File: src/rtl/load_store_unit_if.sv
// Request/response handshake plus doubleword memory port of the load/store unit.
// master = execute-stage requester, slave = load_store_unit, mem = data memory.
interface load_store_unit_if #(
    parameter int BITS   = 64,
    parameter int ADDR_W = 5
);
    logic              req_valid;
    logic              req_ready;
    logic              req_we;
    logic [2:0]        req_funct3;
    logic [BITS-1:0]   req_addr;
    logic [BITS-1:0]   req_wdata;
    logic              resp_valid;
    logic              resp_err;
    logic [BITS-1:0]   resp_rdata;
    logic [ADDR_W-1:0] mem_endr;
    logic              mem_we;
    logic [BITS-1:0]   mem_din;
    logic [BITS-1:0]   mem_dout;

    modport master (
        output req_valid, req_we, req_funct3, req_addr, req_wdata,
        input  req_ready, resp_valid, resp_err, resp_rdata
    );

    modport slave (
        input  req_valid, req_we, req_funct3, req_addr, req_wdata, mem_dout,
        output req_ready, resp_valid, resp_err, resp_rdata, mem_endr, mem_we, mem_din
    );

    modport mem (
        input  mem_endr, mem_we, mem_din,
        output mem_dout
    );
endinterface

File: src/rtl/load_store_unit.sv
// Byte-addressed RISC-V load/store unit in front of a 64-bit doubleword memory.
// Sub-doubleword stores are a single-cycle read-modify-write on the combinational read port.
module load_store_unit #(
    parameter int BITS   = 64,
    parameter int ADDR_W = 5,
    parameter int DEPTH  = 32
) (
    input  logic              clk,
    input  logic              rst_n,
    load_store_unit_if.slave  bus
);
    localparam int NB = BITS / 8;
    localparam int SH_W = $clog2(BITS);

    typedef enum logic [1:0] {IDLE, ACCESS, RESP} state_t;

    state_t            state_q;
    logic              we_q;
    logic [2:0]        f3_q;
    logic [2:0]        off_q;
    logic [ADDR_W-1:0] endr_q;
    logic [BITS-1:0]   wdata_q;
    logic [BITS-1:0]   rdata_q;
    logic              err_q;

    logic              req_bad;
    logic [BITS-1:0]   lane;
    logic [BITS-1:0]   load_val;
    logic [BITS-1:0]   merged;

    function automatic logic req_is_bad(input logic we, input logic [2:0] f3,
                                        input logic [BITS-1:0] a);
        logic bad_op;
        logic misal;
        logic oob;
        bad_op = we ? f3[2] : (f3 == 3'b111);
        case (f3[1:0])
            2'b01:   misal = a[0];
            2'b10:   misal = |a[1:0];
            2'b11:   misal = |a[2:0];
            default: misal = 1'b0;
        endcase
        oob = (a >> 3) >= BITS'(DEPTH);
        return bad_op | misal | oob;
    endfunction

    function automatic logic [BITS-1:0] load_extend(input logic [BITS-1:0] ln,
                                                    input logic [2:0] f3);
        logic signed [7:0]  b;
        logic signed [15:0] h;
        logic signed [31:0] w;
        b = ln[7:0];
        h = ln[15:0];
        w = ln[31:0];
        case (f3)
            3'b000:  return BITS'(b);
            3'b001:  return BITS'(h);
            3'b010:  return BITS'(w);
            3'b011:  return ln;
            3'b100:  return BITS'(ln[7:0]);
            3'b101:  return BITS'(ln[15:0]);
            3'b110:  return BITS'(ln[31:0]);
            default: return '0;
        endcase
    endfunction

    function automatic logic [BITS-1:0] store_merge(input logic [BITS-1:0] old,
                                                    input logic [BITS-1:0] wd,
                                                    input logic [2:0] f3,
                                                    input logic [2:0] off);
        logic [NB-1:0]   bmask;
        logic [BITS-1:0] bitmask;
        logic [BITS-1:0] wsh;
        case (f3[1:0])
            2'b00:   bmask = NB'(1);
            2'b01:   bmask = NB'(3);
            2'b10:   bmask = NB'(15);
            default: bmask = '1;
        endcase
        bmask = bmask << off;
        wsh   = wd << {off, 3'b000};
        for (int i = 0; i < NB; i++) begin
            bitmask[i*8 +: 8] = {8{bmask[i]}};
        end
        return (old & ~bitmask) | (wsh & bitmask);
    endfunction

    always_comb begin
        req_bad  = req_is_bad(bus.req_we, bus.req_funct3, bus.req_addr);
        lane     = bus.mem_dout >> SH_W'({off_q, 3'b000});
        load_val = load_extend(lane, f3_q);
        merged   = store_merge(bus.mem_dout, wdata_q, f3_q, off_q);
    end

    // endr_q is loaded only for requests that will reach ACCESS, so the memory
    // index changes exactly on entry to ACCESS and holds afterwards.
    always_ff @(posedge clk or negedge rst_n) begin
        if (!rst_n) begin
            state_q <= IDLE;
            we_q    <= 1'b0;
            f3_q    <= '0;
            off_q   <= '0;
            endr_q  <= '0;
            wdata_q <= '0;
            rdata_q <= '0;
            err_q   <= 1'b0;
        end else begin
            case (state_q)
                IDLE: begin
                    if (bus.req_valid) begin
                        we_q    <= bus.req_we;
                        f3_q    <= bus.req_funct3;
                        off_q   <= bus.req_addr[2:0];
                        wdata_q <= bus.req_wdata;
                        if (req_bad) begin
                            err_q   <= 1'b1;
                            rdata_q <= '0;
                            state_q <= RESP;
                        end else begin
                            endr_q  <= bus.req_addr[ADDR_W+2:3];
                            state_q <= ACCESS;
                        end
                    end
                end
                ACCESS: begin
                    err_q   <= 1'b0;
                    rdata_q <= we_q ? '0 : load_val;
                    state_q <= RESP;
                end
                RESP:    state_q <= IDLE;
                default: state_q <= IDLE;
            endcase
        end
    end

    // mem_we is a pure state decode so the asynchronous reset kills a pending write.
    assign bus.req_ready  = (state_q == IDLE);
    assign bus.resp_valid = (state_q == RESP);
    assign bus.resp_err   = err_q;
    assign bus.resp_rdata = rdata_q;
    assign bus.mem_endr   = endr_q;
    assign bus.mem_we     = (state_q == ACCESS) && we_q;
    assign bus.mem_din    = bus.mem_we ? merged : '0;
endmodule

File: src/flat_wrapper.sv
// flat-port wrapper written by rule: the top's interface ports become plain ports
module load_store_unit_flat 
#(
    parameter int BITS   = 64,
    parameter int ADDR_W = 5,
    parameter int DEPTH  = 32
)
  (clk, rst_n, bus_req_valid, bus_req_we, bus_req_funct3, bus_req_addr, bus_req_wdata, bus_mem_dout, bus_req_ready, bus_resp_valid, bus_resp_err, bus_resp_rdata, bus_mem_endr, bus_mem_we, bus_mem_din);
  load_store_unit_if #(.BITS(BITS), .ADDR_W(ADDR_W)) bus_i ();
  input  logic clk;
  input  logic rst_n;
  input wire logic [$bits(bus_i.req_valid)-1:0] bus_req_valid;
  input wire logic [$bits(bus_i.req_we)-1:0] bus_req_we;
  input wire logic [$bits(bus_i.req_funct3)-1:0] bus_req_funct3;
  input wire logic [$bits(bus_i.req_addr)-1:0] bus_req_addr;
  input wire logic [$bits(bus_i.req_wdata)-1:0] bus_req_wdata;
  input wire logic [$bits(bus_i.mem_dout)-1:0] bus_mem_dout;
  output wire logic [$bits(bus_i.req_ready)-1:0] bus_req_ready;
  output wire logic [$bits(bus_i.resp_valid)-1:0] bus_resp_valid;
  output wire logic [$bits(bus_i.resp_err)-1:0] bus_resp_err;
  output wire logic [$bits(bus_i.resp_rdata)-1:0] bus_resp_rdata;
  output wire logic [$bits(bus_i.mem_endr)-1:0] bus_mem_endr;
  output wire logic [$bits(bus_i.mem_we)-1:0] bus_mem_we;
  output wire logic [$bits(bus_i.mem_din)-1:0] bus_mem_din;
  assign bus_i.req_valid = bus_req_valid;
  assign bus_i.req_we = bus_req_we;
  assign bus_i.req_funct3 = bus_req_funct3;
  assign bus_i.req_addr = bus_req_addr;
  assign bus_i.req_wdata = bus_req_wdata;
  assign bus_i.mem_dout = bus_mem_dout;
  assign bus_req_ready = bus_i.req_ready;
  assign bus_resp_valid = bus_i.resp_valid;
  assign bus_resp_err = bus_i.resp_err;
  assign bus_resp_rdata = bus_i.resp_rdata;
  assign bus_mem_endr = bus_i.mem_endr;
  assign bus_mem_we = bus_i.mem_we;
  assign bus_mem_din = bus_i.mem_din;
  load_store_unit #(.BITS(BITS), .ADDR_W(ADDR_W), .DEPTH(DEPTH)) u_core (.clk(clk), .rst_n(rst_n), .bus(bus_i));
endmodule
File: config.mk
export PLATFORM = sky130hd
export DESIGN_NAME = load_store_unit_flat
export DESIGN_NICKNAME = d
export VERILOG_FILES = /design/src/rtl/load_store_unit_if.sv /design/src/rtl/load_store_unit.sv /design/src/flat_wrapper.sv
export SDC_FILE = /design/constraint.sdc
export NUM_CORES = 1
export LEC_CHECK = 0
export BUFFER_PORTS_ARGS = -buffer_cell sky130_fd_sc_hd__buf_2
export CORE_ASPECT_RATIO = 1.25
export CORE_UTILIZATION = 37
export DETAILED_ROUTE_END_ITERATION = 8
export PLACE_DENSITY = 0.61
export SYNTH_ARGS = -nofsm -noshare
export SYNTH_HDL_FRONTEND = slang
export SYNTH_SLANG_ARGS = --single-unit
File: constraint.sdc
create_clock -name clk -period 3.3 [get_ports clk]
set_clock_uncertainty 0.05 [all_clocks]
set_input_delay 0.495 -clock clk [delete_from_list [all_inputs] [get_ports clk]]
set_output_delay 0.495 -clock clk [all_outputs]
set_load 0.01 [all_outputs]
==> Yosys cells after proc, flatten, opt, wreduce, memory -nomap -nowiden <==
Cells that the tools add are included.
{ "totals": {"regBits": 143, "romBits": 0, "ram_bits": 0, "wordCells": 60, "memories": 0, "latchBits": 0} }
{ "op_classes": {"order_cmp": 1, "n_shift": 3, "muxes": 15, "addsub": 0, "div_mod_pow": 0, "n_mul": 0, "reduce_logical": 10, "eq_ne": 16, "n_bitwise": 7} }
{ "ops": {"columns": ["cell", "count"], "rows": [
  ["one-hot mux 64 bit (7 select lines)", 1],
  ["two-way mux 64 bit", 4],
  ["AND 64 bit", 2],
  ["one-hot mux 64 bit (2 select lines)", 1],
  ["inverter 64 bit", 1],
  ["OR 64 bit", 1],
  ["left shift 64 x 6 -> 64 bit", 1],
  ["right shift 64 x 6 -> 64 bit", 1],
  ["greater-or-equal comparator 61 x 6 -> 1 bit, second input constant", 1],
  ["one-hot mux 8 bit (3 select lines)", 1],
  ["== test 3 bit, second input constant", 4],
  ["== test 2 bit, second input constant", 4],
  ["left shift 8 x 3 -> 8 bit", 1],
  ["== test 2 x 1 -> 1 bit, second input constant", 3],
  ["== test 3 x 2 -> 1 bit, second input constant", 2],
  ["AND reduction 3 bit", 2],
  ["logical NOT 2 bit", 2],
  ["two-way mux 2 bit", 2],
  ["one-hot mux 2 bit (2 select lines)", 1],
  ["== test 3 x 1 -> 1 bit, second input constant", 1],
  ["logical NOT 3 bit", 1],
  ["two-way mux 1 bit", 3],
  ["one-hot mux 1 bit (3 select lines)", 1],
  ["OR reduction 3 bit", 1],
  ["9 further kinds", 10]
]} }

==> Depth between registers and ports, before layout <==
{ "depth": {"ltp_word": 7, "ltp_mapped": 10} }

==> Least setup slack after synthesis <==
Ideal clock, no wire load.
{ "synth_timing": {"path_kind": "register to output", "startpoint": "register u_core.off_q[0]", "endpoint": "output port bus_mem_din[45]", "path_stages_with_launch": 9, "path_slack_ns": 0.676, "arrival_ns": 2.079, "cell_sequence": "dfrtp_1 buf_6 buf_4 buf_4 nor3_1 a211oi_1 buf_2 nor2_1 a211oi_1"} }
{ "synth_via": {"elab_chain_cells": 5} }
{ "synth_lines": {"columns": ["element", "line_no", "rtl"], "rows": [
  ["start, declared", "load_store_unit.sv:20", "logic [2:0] off_q;"],
  ["start signal, assigned", "load_store_unit.sv:113", "off_q <= bus.req_addr[2:0];"],
  ["parallel branches: the longest is 3 deep, another holds left shift 64 x 6 -> 64 bit", null, null],
  ["OR 64 bit *", "load_store_unit.sv:85", "return (old & ~bitmask) | (wsh & bitmask);"],
  ["two-way mux 64 bit *", "load_store_unit.sv:143", "assign bus.mem_din = bus.mem_we ? merged : '0;"],
  ["end, declared", "flat_wrapper.sv:24", "output wire logic [$bits(bus_i.mem_din)-1:0] bus_mem_din;"]
]} }
Mark *: on every way between the ends.

==> Final worst setup path <==
{ "layout_timing": {"startpoint": "register u_core.off_q[2]", "endpoint": "output port bus_mem_din[60]"} }
The elaborated chain is that of the path after synthesis.

==> out/qor.txt <==
final period utilization: 94.6%
layout cells sized above 1: 42.8%
register area: 3590 um^2
vias: 9,498
asr flop ratio synth: 100%
P_leak: 6.35 nW
Pint: 4.16 mW
DR DRC count: 0
Netlist Area Pre-Place: 9860 um^2
Clock Pin Slew Worst Setup and Hold Paths: 0.06 ns
first-pass GRT wire length: 57,100 um
initial drt markers: 903
library cells used by synthesis: 56
Worst VDD drop: 0.000363 V
clk root buf: clkbuf_16
CTS tree: built
row cnt: 66
CP Max Fanout: 16
largest net degree at the start of global routing: 66
clk sinks: 143
crit path capture type: output pin
Total Nets Final: 1,471
clock buffer depth: 2
Yosys reg bits: 143
Post-Syn Nets: 1,163
First-pass DRT Iterations: 7
setup TNS: 0 ns
RSZ-0062 raised after global routing: no
post-synthesis mux area share: 31.9%
R2R Setup Slk: 0.50 ns
Core Region: 26,100 um^2
# port buffers: 335
switching part of the total: 34.0%
slew margin rel.: 46.9%
die width: 148 um
Hold Path Depth: 2
CTS H-tree lvls: 4
Net Sw Power: 2.14 mW
CP Launch Point: u_core.off_q[2]$_DFFE_PN0P_
final hold vios: 0
placed cells: 1,591
pwr/cell area: 496 nW/um^2
vias per inst: 5.83
Worst Path Required: 2.75 ns
Max Fclk: 0.320 GHz
Min-Delay Endpoint: u_core.bus.mem_endr[3]$_DFFE_PN0P_
vias in the first global route: 9,077
fin. max-slew vios: 0
top_reg_cell synth: dfrtp_1
combinational family with the most area after synthesis: multiplexers
synth warn: 0
fraction of power consumed by combinational cells: 33.8%
Max Cap Viol: 0
Worst Setup Start Kind: register
Synth area leaders: dfrtp_1, mux2i_1, mux2_2
grt ovf: 0
fin cells: 1,628
Layout fillers: 2,527
Mapped Cells: 964
gpl congestion: 0.958
Reg2Reg Launch Point: u_core.off_q[0]$_DFFE_PN0P_
run status: finished, final reports clean
Worst Tran Pin Value: 0.790 ns
Setup CP Type: register to output pin
Yosys top cell area share: 36.3%
final count of negative-setup-slack endpoints: 0
Hold Crit Start: bus_req_addr[6]
minimum clock period: 3.12 ns
share of power burned in registers: 32.8%
HP Class: input pin to register
number of flops mapped to enable cells by yosys: 0
full die area: 27,300 um^2
Post-Synth XOR/XNOR Area: 0%
Avg Cell Area, Syn: 10.2 um^2
wire per inst: 23.7 um
most frequent cells in the layout: buf_2, dfrtp_1, mux2i_1
DRT Wirelength: 38,700 um
die height: 185 um
Synth Area in Simple Gates: 11.7%
r2r worst-path depth: 7
antenna viol nets, final: 0
initial antenna violation count: 5
worst r2r dst: u_core.bus.resp_rdata[44]$_DFFE_PN0P_
sequential share of the synthesized area: 36.3%
layout-stage area growth over the synthesis result: 28.7%
Initial Util: 37.8%
adder-cell share of the synthesized area: 0%
DP HPWL: 30,100 um
most common cell after layout, fill and taps aside: buf_2
Finished Core Util: 48.6%
gr usage total: 28.2%
# IOs: 336
critical path data arrival time: 2.58 ns
TritonCTS Buffers: 17
Yosys top cell by area: dfrtp_1
power share of the clock group: 33.4%
Synth Area in Compound Gates: 15.8%
clk_lat worst skew: 0.43 ns
area of the multi-input gates: 5880 um^2
==> power by group through the flow <==
stage | Sequential (mW) | Clock, mW | Combinational, mW
floorplan | 1.99 | 0 | 1.47
global placement | 2.09 | 0 | 2.06
detailed placement | 2.10 | 0 | 2.07
CTS | 2.07 | 2.14 | 2.09
global route | 2.08 | 2.21 | 2.29
finish | 2.06 | 2.11 | 2.13
==> Yosys cell counts (2+ instances only) <==
library cell  number
a311oi_1           8
inv_1              4
nand4_1            6
a31oi_1           10
nor2_1            82
mux4_2            30
a32o_1             5
nor4_1            14
mux2i_1          138
nand2b_1           4
a21oi_1            6
inv_2              2
nand2_1          101
o21ai_2            2
dfrtp_1          143
a22oi_1           14
buf_1              9
nand3_1           33
o2bb2ai_1         16
or3_1              2
o22ai_1           16
mux2_2            94
buf_4              3
buf_2             25
o211ai_1           8
a211oi_1          16
clkbuf_1          48
buf_6              4
o21ai_0           16
nor3_1             5
nor2b_1            5
nand3b_1           3
o21a_1             8
a22o_1            56
a2bb2oi_1          7
==> per-stage QoR <==
stage	cell area [um^2]	hold slack (ns)	worst slack (ns)	total power, mW
after floorplan	9860	0.149	0.676	3.46
after global placement	12000	0.414	0.602	4.15
after detailed placement	12000	0.417	0.557	4.17
after CTS	12700	0.231	0.0708	6.29
after global routing	12700	0.238	0.0188	6.58
final	12700	0.245	0.178	6.30
==> logic make-up (layout without fill, tap and decap cells) <==
| family | Yosys count | after routing |
|---|---|---|
| buffers and inverters | 95 | 415 |
| multiplexers | 264 | 264 |
| flip-flops | 143 | 143 |
| other | 0 | 4 |
| AND/OR/NAND/NOR | 262 | 262 |
| AO/OA/AOI/OAI | 200 | 200 |
==> worst max-delay path, stage by stage (launching register included) <==
cell      delay (ns)
dfrtp_1         0.67
inv_2           0.29
a21oi_1         0.19
buf_4           0.25
nor2_1          0.10
a311oi_1        0.42
buf_2           0.21
==> sequential cells by signal (all words and copies together) (netlist names) <==
register and count:
u_core.f3_q 3, u_core.wdata_q 64, u_core.bus.resp_rdata 64, u_core.bus.mem_endr 5
u_core.bus.resp_err 1, u_core.state_q 2, u_core.off_q 3, u_core.we_q 1
==> metal layers <==
| layer | track usage (%) | share of wire (%) | routed length, um |
|---|---|---|---|
| met5 | 0 | 0 | 0 |
| met4 | 11.8 | 3.4 | 1310 |
| met3 | 4.11 | 6.3 | 2420 |
| met2 | 44.6 | 48 | 18400 |
| met1 | 38.3 | 43 | 16500 |
==> worst max-delay path by stage <==
stage | end | slack (ns) | cells after the start
2_1_floorplan | bus_mem_din[45] | 0.68 | 8
3_3_place_gp | bus_mem_din[36] | 0.60 | 7
3_5_place_dp | bus_mem_din[60] | 0.56 | 6
4_1_cts | bus_mem_din[60] | 0.07 | 6
5_1_grt | bus_mem_din[60] | 0.02 | 6
6_report | bus_mem_din[60] | 0.18 | 6
==> layout make-up <==
cell class	instances	share of cell area (%)
Clock inverter	10	1.26
Multi-Input combinational cell	726	46.3
Sequential cell	143	28.3
Inverter	6	0.177
Clock buffer	21	3.71
Tap cell	340	3.35
Antenna cell	4	0.0789
Timing Repair Buffer	378	16.9
==> timing repair <==
action | CTS | global route
buffers inserted | 0 | 1
hold buffers | 1 | 0
gates resized for setup | 0 | 3
endpoints found under the hold margin | 46 | 0
endpoints found under the setup margin | 0 | 14
No activity file was read; power rests on OpenSTA's default activity.
